<file path="config.mk">
export PLATFORM = sky130hd
export DESIGN_NAME = ch_trigger_capture_flat
export DESIGN_NICKNAME = d
export VERILOG_FILES = /design/src/rtl/psec6_readout_pkg.sv /design/src/rtl/ch_trigger_capture_if.sv /design/src/rtl/trig_sync_edge.sv /design/src/rtl/ch_trigger_capture.sv /design/src/flat_wrapper.sv
export SDC_FILE = /design/constraint.sdc
export NUM_CORES = 1
export LEC_CHECK = 0
export ABC_AREA = 1
export CELL_PAD_IN_SITES_DETAIL_PLACEMENT = 0
export CELL_PAD_IN_SITES_GLOBAL_PLACEMENT = 1
export CORE_ASPECT_RATIO = 1.25
export CORE_MARGIN = 1.5
export CORE_UTILIZATION = 30
export DETAILED_ROUTE_END_ITERATION = 16
export PLACE_DENSITY_LB_ADDON = 0.25
export SYNTH_ARGS = -nofsm -noshare
export SYNTH_HDL_FRONTEND = slang
export SYNTH_SLANG_ARGS = --single-unit
</file>
<file path="constraint.sdc">
create_clock -name CLK -period 2.2 [get_ports CLK]
set_clock_uncertainty 0.2 [all_clocks]
set_input_delay 0.44 -clock CLK [delete_from_list [all_inputs] [get_ports CLK]]
set_output_delay 0.44 -clock CLK [all_outputs]
set_load 0.02 [all_outputs]
</file>
<file path="src/rtl/psec6_readout_pkg.sv">
// Shared types and frame constants for the per-channel readout path.
package psec6_readout_pkg;

    localparam int unsigned NSLOT = 5;
    localparam int unsigned CW    = 10;
    localparam int unsigned TCW   = 3;

    typedef enum logic [2:0] {
        ST_IDLE,
        ST_ARMED,
        ST_FULL,
        ST_FREEZE,
        ST_PULSE
    } cap_state_e;

endpackage

</file>
<file path="src/rtl/ch_trigger_capture_if.sv">
// Trigger-recorder bundle between channel control (master) and the recorder (slave).
interface ch_trigger_capture_if;
    import psec6_readout_pkg::*;

    logic           TRIG;
    logic           ARM;
    logic           READ_REQ;
    logic [TCW-1:0] trigger_cnt;
    logic [CW-1:0]  CA;
    logic [CW-1:0]  CB;
    logic [CW-1:0]  CC;
    logic [CW-1:0]  CD;
    logic [CW-1:0]  CE;
    logic           INST_READOUT;
    logic           BUSY;
    logic           OVF;

    modport master (
        output TRIG, ARM, READ_REQ,
        input  trigger_cnt, CA, CB, CC, CD, CE, INST_READOUT, BUSY, OVF
    );

    modport slave (
        input  TRIG, ARM, READ_REQ,
        output trigger_cnt, CA, CB, CC, CD, CE, INST_READOUT, BUSY, OVF
    );

endinterface

</file>
<file path="src/rtl/trig_sync_edge.sv">
// Multi-flop synchronizer for an asynchronous input followed by a one-cycle rising-edge pulse.
module trig_sync_edge #(
    parameter int unsigned STAGES = 2
) (
    input  logic CLK,
    input  logic RSTB,
    input  logic async_in,
    output logic pulse
);

    logic [STAGES-1:0] sync_q;
    logic              sync_d;

    always_ff @(posedge CLK or negedge RSTB) begin
        if (!RSTB) begin
            sync_q <= '0;
            sync_d <= 1'b0;
        end else begin
            sync_q <= {sync_q[STAGES-2:0], async_in};
            sync_d <= sync_q[STAGES-1];
        end
    end

    assign pulse = sync_q[STAGES-1] & ~sync_d;

endmodule

</file>
<file path="src/rtl/ch_trigger_capture.sv">
// Per-channel trigger recorder: stamps up to NSLOT trigger edges with a coarse counter,
// then freezes the record and strobes INST_READOUT so the serializer latches it.
module ch_trigger_capture
    import psec6_readout_pkg::*;
#(
    parameter int unsigned SYNC_STAGES = 2,
    parameter int unsigned PULSE_LEN   = 2
) (
    input  logic CLK,
    input  logic RSTB,
    ch_trigger_capture_if.slave bus
);

    localparam int unsigned PCW = (PULSE_LEN > 1) ? $clog2(PULSE_LEN) : 1;

    cap_state_e     state;
    logic [CW-1:0]  coarse;
    logic [CW-1:0]  slot [NSLOT];
    logic [TCW-1:0] trigger_cnt;
    logic [PCW-1:0] pcnt;
    logic           inst_readout;
    logic           busy;
    logic           ovf;
    logic           trg_evt;

    trig_sync_edge #(.STAGES(SYNC_STAGES)) u_sync (
        .CLK      (CLK),
        .RSTB     (RSTB),
        .async_in (bus.TRIG),
        .pulse    (trg_evt)
    );

    always_ff @(posedge CLK or negedge RSTB) begin
        if (!RSTB) begin
            state        <= ST_IDLE;
            coarse       <= '0;
            trigger_cnt  <= '0;
            pcnt         <= '0;
            inst_readout <= 1'b0;
            busy         <= 1'b0;
            ovf          <= 1'b0;
            for (int unsigned i = 0; i < NSLOT; i++) slot[i] <= '0;
        end else if (bus.ARM && (state inside {ST_IDLE, ST_ARMED, ST_FULL})) begin
            // ARM wins over a same-cycle trigger or read request
            state       <= ST_ARMED;
            coarse      <= '0;
            trigger_cnt <= '0;
            ovf         <= 1'b0;
            for (int unsigned i = 0; i < NSLOT; i++) slot[i] <= '0;
        end else begin
            case (state)
                ST_IDLE: ;
                ST_ARMED, ST_FULL: begin
                    coarse <= coarse + CW'(1);
                    if (trg_evt) begin
                        if (state == ST_ARMED) begin
                            for (int unsigned i = 0; i < NSLOT; i++)
                                if (trigger_cnt == TCW'(i)) slot[i] <= coarse;
                            trigger_cnt <= trigger_cnt + TCW'(1);
                        end else begin
                            ovf <= 1'b1;
                        end
                    end
                    // a trigger in the request cycle is captured above before freezing
                    if (bus.READ_REQ) begin
                        state <= ST_FREEZE;
                        busy  <= 1'b1;
                    end else if (state == ST_ARMED && trg_evt &&
                                 trigger_cnt == TCW'(NSLOT - 1)) begin
                        state <= ST_FULL;
                    end
                end
                ST_FREEZE: begin
                    state        <= ST_PULSE;
                    inst_readout <= 1'b1;
                    pcnt         <= '0;
                end
                ST_PULSE: begin
                    if (pcnt == PCW'(PULSE_LEN - 1)) begin
                        state        <= ST_IDLE;
                        inst_readout <= 1'b0;
                        busy         <= 1'b0;
                    end else begin
                        pcnt <= pcnt + PCW'(1);
                    end
                end
                default: state <= ST_IDLE;
            endcase
        end
    end

    assign bus.trigger_cnt  = trigger_cnt;
    assign bus.CA           = slot[0];
    assign bus.CB           = slot[1];
    assign bus.CC           = slot[2];
    assign bus.CD           = slot[3];
    assign bus.CE           = slot[4];
    assign bus.INST_READOUT = inst_readout;
    assign bus.BUSY         = busy;
    assign bus.OVF          = ovf;

endmodule
</file>
<file path="src/flat_wrapper.sv">
// flat-port wrapper written by rule: the top's interface ports become plain ports
module ch_trigger_capture_flat import psec6_readout_pkg::*;
#(
    parameter int unsigned SYNC_STAGES = 2,
    parameter int unsigned PULSE_LEN   = 2
)
  (CLK, RSTB, bus_TRIG, bus_ARM, bus_READ_REQ, bus_trigger_cnt, bus_CA, bus_CB, bus_CC, bus_CD, bus_CE, bus_INST_READOUT, bus_BUSY, bus_OVF);
  ch_trigger_capture_if bus_i ();
  input  logic CLK;
  input  logic RSTB;
  input wire logic [$bits(bus_i.TRIG)-1:0] bus_TRIG;
  input wire logic [$bits(bus_i.ARM)-1:0] bus_ARM;
  input wire logic [$bits(bus_i.READ_REQ)-1:0] bus_READ_REQ;
  output wire logic [$bits(bus_i.trigger_cnt)-1:0] bus_trigger_cnt;
  output wire logic [$bits(bus_i.CA)-1:0] bus_CA;
  output wire logic [$bits(bus_i.CB)-1:0] bus_CB;
  output wire logic [$bits(bus_i.CC)-1:0] bus_CC;
  output wire logic [$bits(bus_i.CD)-1:0] bus_CD;
  output wire logic [$bits(bus_i.CE)-1:0] bus_CE;
  output wire logic [$bits(bus_i.INST_READOUT)-1:0] bus_INST_READOUT;
  output wire logic [$bits(bus_i.BUSY)-1:0] bus_BUSY;
  output wire logic [$bits(bus_i.OVF)-1:0] bus_OVF;
  assign bus_i.TRIG = bus_TRIG;
  assign bus_i.ARM = bus_ARM;
  assign bus_i.READ_REQ = bus_READ_REQ;
  assign bus_trigger_cnt = bus_i.trigger_cnt;
  assign bus_CA = bus_i.CA;
  assign bus_CB = bus_i.CB;
  assign bus_CC = bus_i.CC;
  assign bus_CD = bus_i.CD;
  assign bus_CE = bus_i.CE;
  assign bus_INST_READOUT = bus_i.INST_READOUT;
  assign bus_BUSY = bus_i.BUSY;
  assign bus_OVF = bus_i.OVF;
  ch_trigger_capture #(.SYNC_STAGES(SYNC_STAGES), .PULSE_LEN(PULSE_LEN)) u_core (.CLK(CLK), .RSTB(RSTB), .bus(bus_i));
endmodule
</file>
==> summary.md <==
| Metric | Value |
|---|---|
| Simple-Gate Fraction of Synth Area | `0.216` |
| Hold Path End | `u_core.u_sync.sync_q[1]$_DFF_PN0_` |
| DR pass1 iterations | `4` |
| Cell accounting for the most synthesized area | `dfrtp_1` |
| Yosys top cell area share | `0.592` |
| Grt met1 use | `0.201` |
| Fin. Hold Viols | `0` |
| Peak fanout along the critical path | `4` |
| Residual DRC count | `0` |
| Worst-Skew Late Latency | `0.33 ns` |
| Slew Viols, Final | `0` |
| Final hold slack | `0.146 ns` |
| CORE AREA | `10100 µm²` |
| First-pass GRT wire length | `12.7 mm` |
| Netlist Area Pre-Place | `3090 µm²` |
| Grt total ovfl | `0` |
| VDD IR-drop max | `0.499 mV` |
| # fillers | `1039` |
| Adder-cell share of the synthesized area | `0.0243` |
| IO Pins | `61` |
| P_leak | `1.87 nW` |
| Critical path capture point type | `primary output` |
| HP Class | `reg2reg` |
| Synthesized area per cell | `9.11 µm²` |
| Final Wtd Congestion | `0.752` |
| Reg2reg end | `u_core.bus.CA[2]$_DFFE_PN0P_` |
| Power per cell area | `1040 nW/µm²` |
| Final WL | `7.87 mm` |
| CP bufs+invs | `1` |
| Die area | `10900 µm²` |
| Drt initial violations | `161` |
| Critical Path Start Type | `flip-flop` |
| Die Ht | `116 µm` |
| Layout Nets | `416` |
| Post CTS Setup Buffer Count | `0` |
| CP top delay family | `buffers and inverters` |
| CTS max path bufs | `2` |
| Cts bufs inserted | `9` |
| Vias | `2515` |
| Mapped Nets | `350` |
| Vias in the first global route | `2471` |
| WS Path Type | `reg2out` |
| Post-synthesis instance total | `339` |
| Wire per inst | `14.6 µm` |
| Count of cell types in the netlist | `23` |
| Final setup vio count | `0` |
| Critical path data required time | `1.56 ns` |
| CTS tree | `yes` |
| Worst Path Arrival | `1.36 ns` |
| Clock sinks | `73` |
| Slew of the pin with the lowest slew margin | `0.530 ns` |
| Max incr delay on CP | `0.63 ns` |
| Mux share of post-synthesis cell area | `0` |
| Worst reg2reg path startpoint | `u_core.state[1]$_DFFE_PN0P_` |
| Slew HR | `0.646` |
| Met3 Use GR | `0.0371` |
| Hold Path Depth | `0` |
| Clock transition at path regs | `0.06 ns` |
| Largest net degree at the start of global routing | `74` |
| Max Clock Freq | `499 MHz` |
| Initial core utilization | `0.307` |
| Status | `finished clean` |
| Internal reg-to-reg setup slack | `0.33 ns` |
| Number of synthesized register bits | `73` |
| RSZ-0062 raised after global routing | `false` |
| Total global routing track utilization | `0.156` |
| DP HPWL | `5.54 mm` |
| Top post-synthesis cells by area | `dfrtp_1, nand2_1, o21ai_0, nand3_1, inv_1` |
| Root buffer cell | `clkbuf_16` |
| Period utilisation layout | `0.911` |
| Max cap viols | `0` |
| Area growth, synth to finish | `35.1%` |
| Critical Path, Cell by Cell | `clkdlybuf4s50_1` |
| Busiest layer in global routing | `met2` |
| Final TNS setup | `0 ns` |
| # rows | `41` |
| Min Tclk post-route | `2.00 ns` |
| Worst reg-to-reg path cell count | `6` |
| Critical-path top delay cell | `clkdlybuf4s50_1` |
| Share of layout cells above drive strength 1 | `0.0805` |
| Antenna cell count | `0` |
| GR Util met2 | `0.255` |
| Port Buffers | `60` |
| Hold_sp | `u_core.u_sync.sync_q[0]$_DFF_PN0_` |
| Largest family of logic cells by synthesized area | `simple AND/OR/NAND/NOR gates` |
| Die W | `93.7 µm` |
| Remaining antenna violation count | `0` |
| Initial antenna violation count | `0` |
| H-tree depth | `3` |
| Via density | `4.67` |
| Yosys warnings | `0` |
| Post-synthesis sequential area ratio | `0.592` |
| Synth Area in Compound Gates | `0.110` |
| Xor-xnor portion of the synthesized cell area | `0` |
report_power, final:
group | switching [mW] | total, mW | leakage, nW | internal [mW]
logic | 0.812 | 1.30 | 0.742 | 0.486
clock network | 0.577 | 1.37 | 0.135 | 0.795
registers | 0.143 | 1.65 | 0.995 | 1.51
total | 1.53 | 4.32 | 1.87 | 2.79
stage by stage:
stage	setup WS, ns	utilization	power, mW	cell area [µm²]	instances
finish	0.196	0.415	4.32	4170	539
global placement	0.0778	0.386	2.99	3880	522
floorplan	0.572	-	2.45	3090	339
CTS	0.167	0.415	4.38	4170	539
detailed placement	0.0543	0.386	2.99	3880	522
global route	0.104	0.415	4.61	4170	539
flip-flops by register name, indices dropped and copies added (netlist names):
register,flops
u_core.bus.CA,10
u_core.bus.CB,10
u_core.bus.CC,10
u_core.bus.CD,10
u_core.bus.CE,10
u_core.coarse,10
u_core.bus.trigger_cnt,3
u_core.state,3
u_core.u_sync.sync_q,2
u_core.bus.BUSY,1
u_core.bus.INST_READOUT,1
u_core.bus.OVF,1
u_core.pcnt,1
u_core.u_sync.sync_d,1
kinds of logic (layout without fill, tap and decap cells):
family | Yosys count | after routing
fa+ha+maj | 6 | 6
simple gates | 153 | 153
compound gates | 67 | 67
buf+inv | 40 | 111
flops | 73 | 73
cells in the mapped netlist:
library cell,n
nand3_2,2
buf_4,1
o22ai_1,1
and3_1,1
nand3b_1,1
nand2_2,1
nand4_1,4
dfrtp_1,73
o21ai_0,56
nor2_1,21
inv_2,1
inv_1,23
nor3_1,5
buf_6,1
nor2_2,2
a21oi_1,5
nand3_1,40
o21a_1,1
nand2_1,76
ha_1,6
o21ai_1,4
buf_2,12
clkbuf_2,2
routing by layer:
metal  part of all wire  vias up
met5                  0        -
met4              0.014        0
met3              0.053       12
met2               0.49       70
met1               0.44     1177
li1                   -     1256
area by class of cell:
type / instances / area, µm² / share of cell area
flip-flops and latches: 73 / 1830 / 0.438
well taps: 129 / 161 / 0.0387
inverters: 24 / 90.1 / 0.0216
repair buffers: 71 / 731 / 0.175
multi-input cells: 226 / 1080 / 0.259
clock inverters: 6 / 42.5 / 0.0102
clock buffers: 10 / 239 / 0.0573
cells in the final DEF (no fill, tap or decap), drive strengths merged, types with 2 or more instances in the layout:
master         instances
clkdlybuf4s50         59
inv                   25
nand4                  4
clkinvlp               2
clkbuf                10
ha                     6
nand2                 77
nand3                 42
o21ai                 60
dfrtp                 73
nor3                   5
buf                   11
a21oi                  5
nor2                  23
clkinv                 3
worst max-delay path by stage:
| stage | startpoint | to | slack (ns) | cells after the start |
|---|---|---|---|---|
| after floorplan | u_core.bus.trigger_cnt[0]$_DFFE_PN0P_ | u_core.bus.CE[9]$_DFFE_PN0P_ | 0.57 | 8 |
| after global placement | bus_ARM | u_core.bus.CD[1]$_DFFE_PN0P_ | 0.08 | 7 |
| after detailed placement | bus_ARM | u_core.bus.CD[7]$_DFFE_PN0P_ | 0.05 | 7 |
| after CTS | u_core.bus.trigger_cnt[2]$_DFFE_PN0P_ | bus_trigger_cnt[2] | 0.17 | 1 |
| after global routing | u_core.state[1]$_DFFE_PN0P_ | u_core.bus.CA[2]$_DFFE_PN0P_ | 0.10 | 6 |
| final | u_core.bus.trigger_cnt[2]$_DFFE_PN0P_ | bus_trigger_cnt[2] | 0.20 | 1 |
what timing repair did:
item                                    in CTS  in global routing
hold endpoints to repair                    73                  0
endpoints found under the setup margin       0                  0
resized for setup                            0                  0
hold buffers                                 1                  0
(Power assumes the default switching activity.)
